[src/rtl/seq_detector_param.sv]
// seq_detector_param: serial pattern detector with a programmable, maskable
// N-bit pattern. It supports overlapping or non-overlapping detection and keeps
// a saturating match counter. The z pulse is registered, so it rises in the
// cycle after the sample that completes a match.
module seq_detector_param #(
    parameter int             N       = 4,
    parameter logic [N-1:0]   PATTERN = 4'b1010,
    parameter bit             OVERLAP = 1'b1,
    parameter int             CNT_W   = 8
) (
    input  logic             clk,
    input  logic             rst,
    input  logic             en,
    input  logic             w,
    input  logic             load,
    input  logic [N-1:0]     pat_in,
    input  logic [N-1:0]     mask_in,
    output logic             z,
    output logic [CNT_W-1:0] count,
    output logic             armed
);

    localparam int               FILL_W    = $clog2(N + 1);
    localparam logic [FILL_W-1:0] FILL_FULL = FILL_W'(N);
    localparam logic [CNT_W-1:0]  CNT_MAX   = {CNT_W{1'b1}};

    logic [N-1:0]      hist_q, hist_d;
    logic [FILL_W-1:0] fill_q, fill_d;
    logic [N-1:0]      pat_q, pat_d;
    logic [N-1:0]      mask_q, mask_d;
    logic [CNT_W-1:0]  count_q, count_d;
    logic              z_q, z_d;

    logic [N-1:0]      hist_shift;
    logic [FILL_W-1:0] fill_inc;
    logic              match;

    // Match is judged on the history as it will look after this sample is shifted in.
    always_comb begin
        hist_shift = {hist_q[N-2:0], w};
        fill_inc   = (fill_q == FILL_FULL) ? FILL_FULL : fill_q + FILL_W'(1);
        match      = (fill_inc == FILL_FULL) &&
                     (((hist_shift ^ pat_q) & mask_q) == '0);
    end

    // Next-state selection: load beats en; a w bit offered with load is dropped.
    always_comb begin
        hist_d  = hist_q;
        fill_d  = fill_q;
        pat_d   = pat_q;
        mask_d  = mask_q;
        count_d = count_q;
        z_d     = 1'b0;
        if (load) begin
            pat_d  = pat_in;
            mask_d = mask_in;
            hist_d = '0;
            fill_d = '0;
        end else if (en) begin
            hist_d = hist_shift;
            fill_d = fill_inc;
            z_d    = match;
            if (match) begin
                if (!OVERLAP) begin
                    // Non-overlapping mode forgets the history and needs N new bits.
                    fill_d = '0;
                end
                if (count_q != CNT_MAX) begin
                    count_d = count_q + CNT_W'(1);
                end
            end
        end
    end

    // State registers with synchronous reset.
    always_ff @(posedge clk) begin
        if (rst) begin
            hist_q  <= '0;
            fill_q  <= '0;
            pat_q   <= PATTERN;
            mask_q  <= '1;
            count_q <= '0;
            z_q     <= 1'b0;
        end else begin
            hist_q  <= hist_d;
            fill_q  <= fill_d;
            pat_q   <= pat_d;
            mask_q  <= mask_d;
            count_q <= count_d;
            z_q     <= z_d;
        end
    end

    // Outputs come straight from the registers.
    always_comb begin
        z     = z_q;
        count = count_q;
        armed = (fill_q == FILL_FULL);
    end

endmodule

[config.mk]
export PLATFORM = sky130hd
export DESIGN_NAME = seq_detector_param
export DESIGN_NICKNAME = d
export VERILOG_FILES = /design/src/rtl/seq_detector_param.sv
export SDC_FILE = /design/constraint.sdc
export NUM_CORES = 1
export LEC_CHECK = 0
export CORE_MARGIN = 4
export CORE_UTILIZATION = 29
export CTS_CLUSTER_DIAMETER = 80
export DETAILED_ROUTE_END_ITERATION = 10
export GPL_ROUTABILITY_DRIVEN = 0
export GPL_TIMING_DRIVEN = 0
export SLEW_MARGIN = 20
export SYNTH_ARGS = -nofsm -noshare
export SYNTH_HDL_FRONTEND = slang
export SYNTH_SLANG_ARGS = --single-unit
[constraint.sdc]
create_clock -name clk -period 2.32 [get_ports clk]
set_input_delay 0.464 -clock clk [delete_from_list [all_inputs] [get_ports clk]]
set_output_delay 0.464 -clock clk [all_outputs]
set_load 0.01 [all_outputs]
# Word level (Yosys, flattened, before mapping)
# Index checks and enable logic that the tools add are counted.
[classes]
n_eq_ne = 3
n_mux = 1
n_addsub = 2
n_reduce_logical = 5
n_bitwise = 4
[ops]
columns = ["op", "n"]
rows = [
  ["8-bit by 1-bit adder with 8-bit output (second input constant)", 1],
  ["8-bit inequality test (second input constant)", 1],
  ["3-bit equality test (second input constant)", 2],
  ["4-bit bitwise AND", 1],
  ["4-bit logical NOT", 1],
  ["4-bit AND reduction", 1],
  ["4-bit bitwise XOR", 1],
  ["3-bit by 1-bit adder with 3-bit output (second input constant)", 1],
  ["3-bit 2-to-1 mux", 1],
  ["3-bit OR reduction", 1],
  ["1-bit NOT", 2],
  ["2-bit OR reduction", 1],
  ["1-bit logical AND", 1],
]
[word_totals]
register_bits = 23
word_cells = 21
inputBits = 13

# Depth between registers and ports, before layout
[depth]
ltp_word = 5
ltp_mapped = 8
mapped_depth_nobuf = 7

# Worst setup path before layout
# Ideal clock, no wire load.
[synth_path]
path_type = "flip-flop to flip-flop"
from = "reg fill_q[0]"
to = "reg count_q[5] (netlist: count[5])"
t_arrival_ns = 1.863
t_required_ns = 2.197
synth_period_minus_slack_ns = 1.986
path_stages_with_launch = 8
setup_slack_ns = 0.334
cell_sequence = "dfxtp_1 > inv_1 > ha_1 > nand4bb_1 > a31oi_1 > nand3_1 > nor4b_1 > mux2_1"
[synth_between]
elab_chain_len = 5
elab_cells_between_ends = 6
cone_classes = "1 x add/sub; 2 x eq/ne; 1 x mux; 2 x reduce/logical"
[synth_rtl]
columns = ["item", "line_no", "source"]
rows = [
  ["start: declaration", "28", "logic [FILL_W-1:0] fill_q, fill_d;"],
  ["start signal: assignment", "86", "fill_q <= fill_d;"],
  ["3-bit by 1-bit adder with 3-bit output or 3-bit equality test (tied branches)", "41", "fill_inc = (fill_q == FILL_FULL) ? FILL_FULL : fill_q + FILL_W'(1);"],
  ["3-bit 2-to-1 mux *", "41", ""],
  ["3-bit equality test *", "42", "match = (fill_inc == FILL_FULL) &&"],
  ["1-bit logical AND *", "42", ""],
  ["4-bit AND reduction (no line) *", "-", ""],
  ["end signal: assignment", "89", "count_q <= count_d;"],
  ["end: declaration", "31", "logic [CNT_W-1:0] count_q, count_d;"],
]
# Mark *: on every way between the ends. The rest lies on a longest branch, timed or not.
# A chain may end at the register's enable or synchronous reset.

# Worst setup path in the final report
# Ends and elaborated chain as after synthesis.

==> results_dict.tcl <==
set metrics [dict create \
    fill_cells 372 \
    synth.avg_cell_area_um2 9.35 \
    synth_nets 131 \
    pre_cts_slack_ns -0.206 \
    worstSetupPathType "flop to flop" \
    ys_warn_count 0 \
    setup_viol 0 \
    hold_viol_final 0 \
    drt_iter0_markers 27 \
    dieWidth_um 68.9 \
    cp_top_family "simple AND/OR/NAND/NOR gates" \
    post-route-period-util_pct 93.0 \
    initial_core_util_pct 31.0 \
    grt_antenna_before_repair 0 \
    clk_latency_ns 0.26 \
    cp.arrival_ns 2.31 \
    clock_path_buffers 2 \
    crit_buf_inv 1 \
    powerDensity_nw_per_um2 519 \
    hp-class "flop to flop" \
    critPathSlowestCell "dfxtp_2" \
    hold_buffers 0 \
    start_kind "flop" \
    dieArea_um2 4740 \
    slew-limit-headroom_pct 64.0 \
    reg2reg_from "fill_q[0]$_SDFFE_PP0P_" \
    htreeDepth 1 \
    grt_pass1_wl_um 3800 \
    grt_max_degree 13 \
    p_leak_nw 0.502 \
    cts_tree "done" \
    required_ns 2.47 \
    worstPathCellList "inv_1, ha_1, nand4bb_1, a31oi_2, nand3_2, nor4b_2, mux2_1" \
    grt-ovfl-total 0 \
    crit_fanout 6 \
    cts_buffers 3 \
    grt_pass1_vias 851 \
    hold_slack_ns 0.493 \
    max_cap_violations 0 \
    min_period_ns 2.16 \
    nNetsFinal 156 \
    r2r_end "count[5]$_SDFFE_PP0P_" \
    place_hpwl_um 1750 \
    reg2reg_depth 7 \
    post-cts-setup-buffer-count 0 \
    first_pass_iters 4 \
    holdPathEnd "fill_q[1]$_SDFFE_PP0P_" \
    status "finished, final reports clean" \
    final_util_pct 40.5 \
    hold_depth 2 \
    netlist_area_um2 1070 \
    yosysSeqAreaShare_pct 42.8 \
    antenna_left 0 \
    slowest_delay_ns 0.38 \
    fmax_mhz 463 \
    via_count 888 \
    via_per_inst 4.80 \
    n_antenna_cell 0 \
    finalClockSkew_ns 0.000876 \
    drive_above_1_share_pct 8.63 \
    vdd_drop_max_v 0.000198 \
    final_max_slew_viol_count 0 \
    syn2layout_area_growth_pct 30.6 \
    worstHoldStart "fill_q[1]$_SDFFE_PP0P_" \
    core_um2 3470 \
    synthCells 115 \
    fp-row-count 21 \
    ys_ff_latch 23 \
    drcViolationCount 0 \
    endpoint_kind "flop" \
    synth_cell_types 34 \
    root_buffer "clkbuf_8" \
    path_clk_slew_ns 0.08 \
    setup_ws_ns 0.161 \
    grt_use_total_pct 10.6 \
    routed_wl_um 2270 \
    worst_pin_slew_ns 0.537 \
    port_buffers 20 \
    rrSetupSlack_ns 0.16 \
    clkSinkCount 23 \
    io_pins 23 \
    die_y_um 68.9 \
    wl_per_cell_um 12.3 \
]
-- synthesized netlist by cell type --
cell       count  share of area (%)
a211o_1        6                4.9
a211oi_1       1               0.70
a21oi_1        8                3.7
a22oi_1        2                1.4
a31oi_1        1               0.58
a41oi_1        1               0.82
and3_1         2                1.2
and4b_1        1               0.93
buf_2          1               0.47
buf_4          1               0.70
clkbuf_1       4                1.4
dfxtp_1       23                 43
ha_1           3                3.5
inv_1          5                1.7
mux2_1         1                1.0
mux2i_1        6                5.6
nand2_1        1               0.35
nand2b_1       2                1.2
nand3_1        6                2.8
nand3b_1       1               0.70
nand4_1        1               0.58
nand4bb_1      2                2.1
nor2_1         9                3.1
nor2b_1        7                4.1
nor3_1         2               0.93
nor3_2         1               0.93
nor4b_1        1               0.82
o21ai_0        2               0.93
o31ai_1        3                2.1
o41ai_1        1               0.82
or2_2          1               0.58
or3_1          2                1.2
or4_1          3                2.1
xor2_1         4                3.3
-- tightest hold or removal path, delay by kind of cell, from the launching register on --
family | cells | cell delay, ns
DFF | 1 | 0.33
and+or+nand+nor | 1 | 0.07
AOI/OAI and AO/OA | 1 | 0.05
-- cell usage in the layout, fill, tap and decap left out, drive strengths merged --
cell,instances
dfxtp,23
clkdlybuf4s50,20
nor2,9
a21oi,8
clkbuf,8
nor2b,7
mux2i,6
a211o,6
nand3,6
inv,5
xor2,4
o31ai,3
or4,3
ha,3
nor3,3
nand4bb,2
nand2b,2
a22oi,2
or3,2
and3,2
o21ai,2
buf,2
nand2,1
a31oi,1
nand3b,1
or2,1
and4b,1
nand4,1
o41ai,1
a41oi,1
a211oi,1
nor4b,1
mux2,1
-- metrics by stage --
stage | setup TNS, ns | total power [mW] | cell area [um2] | std cells
5_1_grt | -0.0123 | 0.766 | 1400 | 185
6_report | 0 | 0.729 | 1400 | 185
2_1_floorplan | 0 | 0.461 | 1070 | 115
3_3_place_gp | -0.200 | 0.488 | 1330 | 181
3_5_place_dp | -0.309 | 0.490 | 1330 | 181
4_1_cts | 0 | 0.740 | 1390 | 185
-- registers in the layout (all words and copies together) (netlist names) --
register and cells:
mask_q 4, count 8, fill_q 3, pat_q 4
z 1, hist_q 3
-- report_power, final --
part	total, mW	switching (mW)	internal [mW]
registers	0.413	0.00734	0.406
clock network	0.248	0.126	0.122
logic	0.0674	0.0288	0.0386
total	0.729	0.162	0.567
-- cell families after synthesis --
| family | share of synthesized area, % |
|---|---|
| AO/OA/AOI/OAI | 15.9 |
| multiplexers | 6.64 |
| buffers and inverters | 4.31 |
| XOR/XNOR | 3.26 |
| flip-flops | 42.8 |
| adder cells (fa/ha/maj) | 3.49 |
| AND/OR/NAND/NOR | 23.5 |
-- worst max-delay path by stage --
stage | from | depth (start not counted) | slack [ns] | end
2_1_floorplan | fill_q[0]$_SDFFE_PP0P_ | 7 | 0.33 | count[5]$_SDFFE_PP0P_
3_3_place_gp | load | 6 | -0.14 | count[5]$_SDFFE_PP0P_
3_5_place_dp | load | 6 | -0.21 | count[5]$_SDFFE_PP0P_
4_1_cts | fill_q[0]$_SDFFE_PP0P_ | 7 | 0.02 | count[5]$_SDFFE_PP0P_
5_1_grt | fill_q[0]$_SDFFE_PP0P_ | 7 | -0.01 | count[5]$_SDFFE_PP0P_
6_report | fill_q[0]$_SDFFE_PP0P_ | 7 | 0.16 | count[5]$_SDFFE_PP0P_
-- per-layer routing --
metal	up-vias	global-route usage [%]	wire length (um)
li1	465	-	-
met1	404	14.3	1090
met2	17	17.1	1110
met3	2	0.486	34
met4	0	5.11	30
met5	-	0	0
-- cell type report --
class | instances | area [um2] | area share [%]
flip-flops and latches | 23 | 462 | 32.9
well taps | 46 | 57.6 | 4.10
clock buffers | 4 | 45.0 | 3.21
plain buffers | 6 | 27.5 | 1.96
multi-input cells | 81 | 593 | 42.2
inverters | 5 | 18.8 | 1.34
repair buffers | 20 | 200 | 14.3
-- repair_timing --
action,in CTS,in global routing
setup endpoints to repair,1,5
resized for setup,2,3
pin swaps,0,1
Note: power is estimated with default switching activity, not from simulation.
==> RTL change: new RTL, same flow settings <==
Make the reset (`rst`) asynchronous in one clocked block. Comments in the files are not updated.
--- a/src/rtl/seq_detector_param.sv
+++ b/src/rtl/seq_detector_param.sv
@@ -73,7 +73,7 @@
     end
 
     // State registers with synchronous reset.
-    always_ff @(posedge clk) begin
+    always_ff @(posedge clk or posedge rst) begin
         if (rst) begin
             hist_q  <= '0;
             fill_q  <= '0;
Behaviour: differs if rst is asserted again (counterexample within 10 cycles, from zero or initial values and one cycle with rst high); with rst held inactive, the same outputs for 10 cycles.
==> RTL change against the original RTL <==
- clock skew grew 0.0013 ns
- via count shrank 10%
- cell area grew 6.2%
- area after synthesis grew 10%
- final cell count shrank 8.6%
- sequential cell count is the same
- total power grew 8.5%
- critical path depth shrank 2
- die area grew 9.1%
- non-clock buffer count shrank 3
- wire length shrank 7.4%
- fmax shrank 0.41%
- largest power group unchanged
- setup slack lost 0.0090 ns
==> RTL change: results <==
{
  "synth_cell_types": 28,
  "ys_top_cells_by_count": "dfrtp_1 (17), mux2_2 (10), xor2_1 (8)",
  "yosysSeqAreaShare": 0.492,
  "crit_path_end": "armed",
  "powerSeq_uw": 444,
  "status": "complete, no violations",
  "grt_max_degree": 24,
  "cts.repair.resized": 0,
  "final_nets": 138,
  "grtUsageTotal": 0.0894,
  "initialDrtViolationCount": 20,
  "dp_cells": 165,
  "wirelength_mm": 2.10,
  "slew_headroom": 0.431,
  "slowest_delay_ns": 0.53,
  "synth_area_leaders": "dfrtp_1 (36%), dfstp_2 (13%), mux2_2 (9.5%)",
  "drt-wirelength-per-cell_um": 12.4,
  "cp_max_fo": 4,
  "min_to": "pat_q[0]",
  "first_global_vias": 837,
  "synth_nets": 113,
  "holdPathStages": 1,
  "r2r_start": "fill_q[0]",
  "p_sw_uw": 187,
  "pg_clk_uw": 240,
  "place_hpwl_mm": 1.66,
  "whs_ns": 0.529
}
==> RTL change: routing by layer <==
metal | track usage | routed length, µm | vias to the layer above
met4 | 0.0480 | 43 | 0
met1 | 0.114 | 966 | 386
met3 | 0.0208 | 86 | 5
met2 | 0.140 | 1010 | 19
li1 | - | - | 388
met5 | 0 | 0 | -
==> RTL change: cells by family (layout without fill, tap and decap cells) <==
| logic type | after synthesis | count (layout) | share of synthesized area |
|---|---|---|---|
| simple gates | 31 | 31 | 0.192 |
| xor+xnor | 8 | 8 | 0.0591 |
| buf+inv | 9 | 33 | 0.0295 |
| fa+ha+maj | 3 | 3 | 0.0316 |
| flops | 23 | 23 | 0.492 |
| mux | 16 | 16 | 0.151 |
| compound gates | 7 | 7 | 0.0453 |
==> RTL change: cell type report <==
type                            instances  area (µm²)
Timing Repair Buffer                   20         200
Clock buffer                            4        45.0
Multi-Input combinational cell         65         568
Buffer                                  3        12.5
Sequential cell                        23         583
Inverter                                6        22.5
Fill cell                             364        2310
Tap cell                               48        60.1
